<file path="src/rtl/priority_irq_ctrl.sv">
// priority_irq_ctrl
// Captures requests into a pending register, masks them and grants the
// highest-indexed eligible line. A grant is held stable until the consumer
// acknowledges it. Dropping enable withdraws the grant without consuming it.
module priority_irq_ctrl #(
  parameter int N    = 8,
  parameter int W    = 3,
  parameter int EDGE = 1
) (
  input  logic         clk,
  input  logic         rst,
  input  logic         en,
  input  logic [N-1:0] req,
  input  logic [N-1:0] mask,
  input  logic         ack,
  output logic         valid,
  output logic [W-1:0] op,
  output logic [N-1:0] pending
);

  typedef enum logic [0:0] {
    IDLE  = 1'b0,
    GRANT = 1'b1
  } state_t;

  state_t       r_state;
  logic [N-1:0] r_req_d;
  logic [N-1:0] r_pending;
  logic         r_valid;
  logic [W-1:0] r_op;

  state_t       w_state_nxt;
  logic         w_valid_nxt;
  logic [W-1:0] w_op_nxt;
  logic [N-1:0] w_capture;
  logic [N-1:0] w_clear;
  logic [N-1:0] w_eligible;
  logic [N-1:0] w_pending_nxt;
  logic [W-1:0] w_winner;
  logic         w_any;

  // Request capture: rising edges against the delayed copy, or raw level.
  always_comb begin
    w_capture = '0;
    if (EDGE != 0) begin
      w_capture = req & ~r_req_d;
    end else begin
      w_capture = req;
    end
  end

  // Eligible lines and the highest-indexed winner among them.
  always_comb begin
    w_eligible = r_pending & ~mask;
    w_any      = |w_eligible;
    w_winner   = '0;
    for (int unsigned i = 0; i < N; i++) begin
      if (w_eligible[i]) begin
        w_winner = W'(i);
      end
    end
  end

  // Next state, grant outputs and the pending-bit clear on acknowledge.
  always_comb begin
    w_state_nxt = r_state;
    w_valid_nxt = r_valid;
    w_op_nxt    = r_op;
    w_clear     = '0;
    unique case (r_state)
      IDLE: begin
        w_valid_nxt = 1'b0;
        if (en && w_any) begin
          w_state_nxt = GRANT;
          w_valid_nxt = 1'b1;
          w_op_nxt    = w_winner;
        end
      end
      GRANT: begin
        // Acknowledge consumes the grant even if enable drops the same cycle.
        if (ack) begin
          w_state_nxt = IDLE;
          w_valid_nxt = 1'b0;
          for (int unsigned i = 0; i < N; i++) begin
            if (r_op == W'(i)) begin
              w_clear[i] = 1'b1;
            end
          end
        end else if (!en) begin
          w_state_nxt = IDLE;
          w_valid_nxt = 1'b0;
        end
      end
      default: begin
        w_state_nxt = IDLE;
        w_valid_nxt = 1'b0;
      end
    endcase
  end

  // A capture on the same edge as a clear wins, so the line stays pending.
  always_comb begin
    w_pending_nxt = (r_pending & ~w_clear) | w_capture;
  end

  // State, grant and capture registers with synchronous reset.
  always_ff @(posedge clk) begin
    if (rst) begin
      r_state   <= IDLE;
      r_valid   <= 1'b0;
      r_op      <= '0;
      r_pending <= '0;
      r_req_d   <= '0;
    end else begin
      r_state   <= w_state_nxt;
      r_valid   <= w_valid_nxt;
      r_op      <= w_op_nxt;
      r_pending <= w_pending_nxt;
      r_req_d   <= req;
    end
  end

  assign valid   = r_valid;
  assign op      = r_op;
  assign pending = r_pending;

endmodule

</file>
<file path="config.mk">
export PLATFORM = sky130hd
export DESIGN_NAME = priority_irq_ctrl
export DESIGN_NICKNAME = d
export VERILOG_FILES = /design/src/rtl/priority_irq_ctrl.sv
export SDC_FILE = /design/constraint.sdc
export NUM_CORES = 1
export LEC_CHECK = 0
export ABC_CLOCK_PERIOD_IN_PS = 1600
export CORE_MARGIN = 4
export CORE_UTILIZATION = 40
export DETAILED_ROUTE_END_ITERATION = 12
export PLACE_DENSITY = 0.81
export SLEW_MARGIN = 30
export SYNTH_ARGS = -nofsm -noshare
export SYNTH_HDL_FRONTEND = slang
export SYNTH_SLANG_ARGS = --single-unit
</file>
<file path="constraint.sdc">
create_clock -name clk -period 1.6 [get_ports clk]
set_input_delay 0.32 -clock clk [delete_from_list [all_inputs] [get_ports clk]]
set_output_delay 0.32 -clock clk [all_outputs]
set_load 0.01 [all_outputs]
</file>
==> impl_metrics.json <==
{
  "rsz0062_at_grt": "no",
  "num_rows": 17,
  "syn_nets": 113,
  "diodes": 0,
  "post_route_cells_drive_above_1_share_pct": 18.94,
  "vias": 790,
  "yosys_warnings": 0,
  "portBuffers": 31,
  "grt_usage_pct": 14.14,
  "syn_to_final_growth_pct": 45.10,
  "status": "complete, no violations",
  "drt_pass1_iterations": 4,
  "dieArea_um2": 3167,
  "clock_sinks": 21,
  "synth_cell_types": 25,
  "nets": 153,
  "ff_latch_area_um2": 429.2,
  "grt_max_degree": 12,
  "fin_crit_ns": 1.569,
  "grt_overflow": 0,
  "drc_errors": 0,
  "clk-insertion-delay-late_ns": 0.31,
  "cts_buffers": 3,
  "synth_area_um2": 932.1,
  "fin_crit_sh_pct": 98.08,
  "cts_tree": "built",
  "gp_congestion": 0.8745,
  "ys_seq_area_share_pct": 45.10,
  "hp-class": "reg -> reg",
  "detail-route-antenna-nets": 0,
  "path_clk_slew_ns": 0.11,
  "worst-path-buf-inv": 1,
  "num_io_pins": 32,
  "power_density_nw_per_um2": 822.3,
  "hold_violations": 0,
  "finalPower_w": 0.001112,
  "holdWs_ns": 0.4827,
  "drt_iter0_drc": 11,
  "crit_fanout": 7,
  "cp_top_family": "buffers and inverters",
  "grt_pass1_vias": 780,
  "cap_viol_max_count": 0,
  "cp.required_ns": 1.28,
  "max_stage_delay_ns": 0.54,
  "cpMaxStageDelayCell": "clkdlybuf4s50_1",
  "htreeDepth": 1,
  "arrival_ns": 1.25,
  "fin_skew_ns": 0.004858,
  "drt-vias-per-instance": 4.938,
  "wl_per_cell_um": 13.09,
  "critPathKind": "reg -> out",
  "setup_tns_ns": 0,
  "fmax_mhz": 637.2,
  "finalWirelength_um": 2095,
  "crit_path_cell_trace": "clkdlybuf4s50_1",
  "root_buffer": "clkbuf_4",
  "p_leak_nw": 0.5239,
  "grt_pass1_wl_um": 3539,
  "worstMarginPinSlew_ns": 0.2748,
  "die_h_um": 56.28,
  "cts_buffer_depth": 2,
  "critPathLaunchType": "flip-flop",
  "ir_drop_mv": 0.6284,
  "core_area_um2": 2212,
  "syn_area_per_cell_um2": 10.02,
  "fillerInstances": 197,
  "setup_viol": 0,
  "die_x_um": 56.28,
  "start_util_pct": 42.14,
  "max_slew_margin_pct": 81.62,
  "multi_input_area_um2": 494.2,
  "synthCells": 93,
  "synth-seq-cells": 21,
  "post_cts_buffers": 0,
  "maxSlewViolCount": 0,
  "hpwl_um": 1648,
  "antenna_found_initial": 0,
  "crit_path_end_kind": "output pin"
}
-- flip-flops by register name (all words and copies together) (netlist names) --
| register | count |
|---|---|
| r_state | 1 |
| valid | 1 |
| op | 3 |
| r_req_d | 8 |
| pending | 8 |
-- cell type report --
type	instances	share of cell area (%)
inverters	2	0.5550
clock buffers	4	1.943
multi-input cells	68	36.54
repair buffers	37	26.64
well taps	28	2.590
flip-flops and latches	21	31.73
-- kinds of logic (layout without fill, tap and decap cells) --
group / count (synthesis) / count (layout) / share of synthesized area [%]
AND/OR/NAND/NOR: 39 / 39 / 31.81
AO/OA/AOI/OAI: 28 / 28 / 19.60
flip-flops: 21 / 21 / 45.10
buffers and inverters: 4 / 43 / 1.880
multiplexers: 1 / 1 / 1.610
-- layer usage --
metal  GRT usage [%]  wire length, um  share of wire [%]
met1           17.06              909                 43
met2           25.38             1054                 50
met3           2.529               96                4.6
met4           4.068               34                1.6
met5               0                0                  0
-- cell usage in the layout (no fill, tap or decap), drive strengths merged, types with 2 or more instances in the layout --
master,count
o31ai,2
buf,6
a21oi,10
clkbuf,4
nand2,2
a31oi,2
o21ai,9
nand3b,2
nand2b,17
nor2b,12
dfxtp,21
inv,2
nand4b,2
dlymetal6s2s,2
nand3,2
clkdlybuf4s50,29
o21bai,2
-- Yosys cell counts --
cell type | instances | share of area [%]
o21ai_0 | 9 | 4.8
buf_2 | 2 | 1.1
nand4_4 | 1 | 2.3
nor2_1 | 1 | 0.40
dfxtp_1 | 21 | 45
nand4b_4 | 1 | 2.6
o31ai_1 | 2 | 1.6
o21bai_4 | 1 | 2.0
o211ai_1 | 1 | 0.81
nand2_1 | 2 | 0.81
nand2b_2 | 4 | 3.8
nor2b_4 | 1 | 1.5
a31oi_1 | 2 | 1.3
nor2b_1 | 11 | 7.4
nand3_1 | 2 | 1.1
nand2b_4 | 1 | 1.5
nand2b_1 | 12 | 8.1
mux2_4 | 1 | 1.6
o41ai_2 | 1 | 1.7
a32o_1 | 1 | 1.1
inv_1 | 2 | 0.81
a21oi_1 | 10 | 5.4
nand4b_1 | 1 | 0.94
o21bai_1 | 1 | 0.81
nand3b_1 | 2 | 1.6
-- repair_timing --
item	CTS	global route
pin swaps	0	0
hold buffers	0	0
endpoints found under the setup margin	2	5
gates resized for setup	3	5
-- where the power goes --
group          switching (W)  internal, W  leakage (nW)
logic               0.000104     0.000159         0.332
registers          0.0000292     0.000563         0.176
clock network       0.000160    0.0000974        0.0150
total               0.000293     0.000819         0.524
-- per-stage QoR --
| step | worst slack, ns | utilization, % | cells | cell area (um^2) |
|---|---|---|---|---|
| floorplan | 0.3799 | - | 93 | 932.1 |
| global placement | -0.04690 | 59.33 | 156 | 1313 |
| detailed placement | -0.08050 | 59.33 | 156 | 1313 |
| CTS | 0.01451 | 60.75 | 160 | 1344 |
| global route | 0.006086 | 61.14 | 160 | 1353 |
| finish | 0.03068 | 61.14 | 160 | 1353 |
-- path summary, 6_finish.rpt --
check	from	endpoint	slack, ns	cells past startpoint
max	op[1]$_SDFFE_PP0P_	op[1]	0.03	1
min	r_req_d[6]$_SDFF_PP0_	pending[6]$_SDFF_PP0_	0.48	2
max reg2reg	pending[2]$_SDFF_PP0_	op[2]$_SDFFE_PP0P_	0.31	5
min reg2reg	r_req_d[6]$_SDFF_PP0_	pending[6]$_SDFF_PP0_	0.48	2
Note: power is estimated with default switching activity, not from simulation.
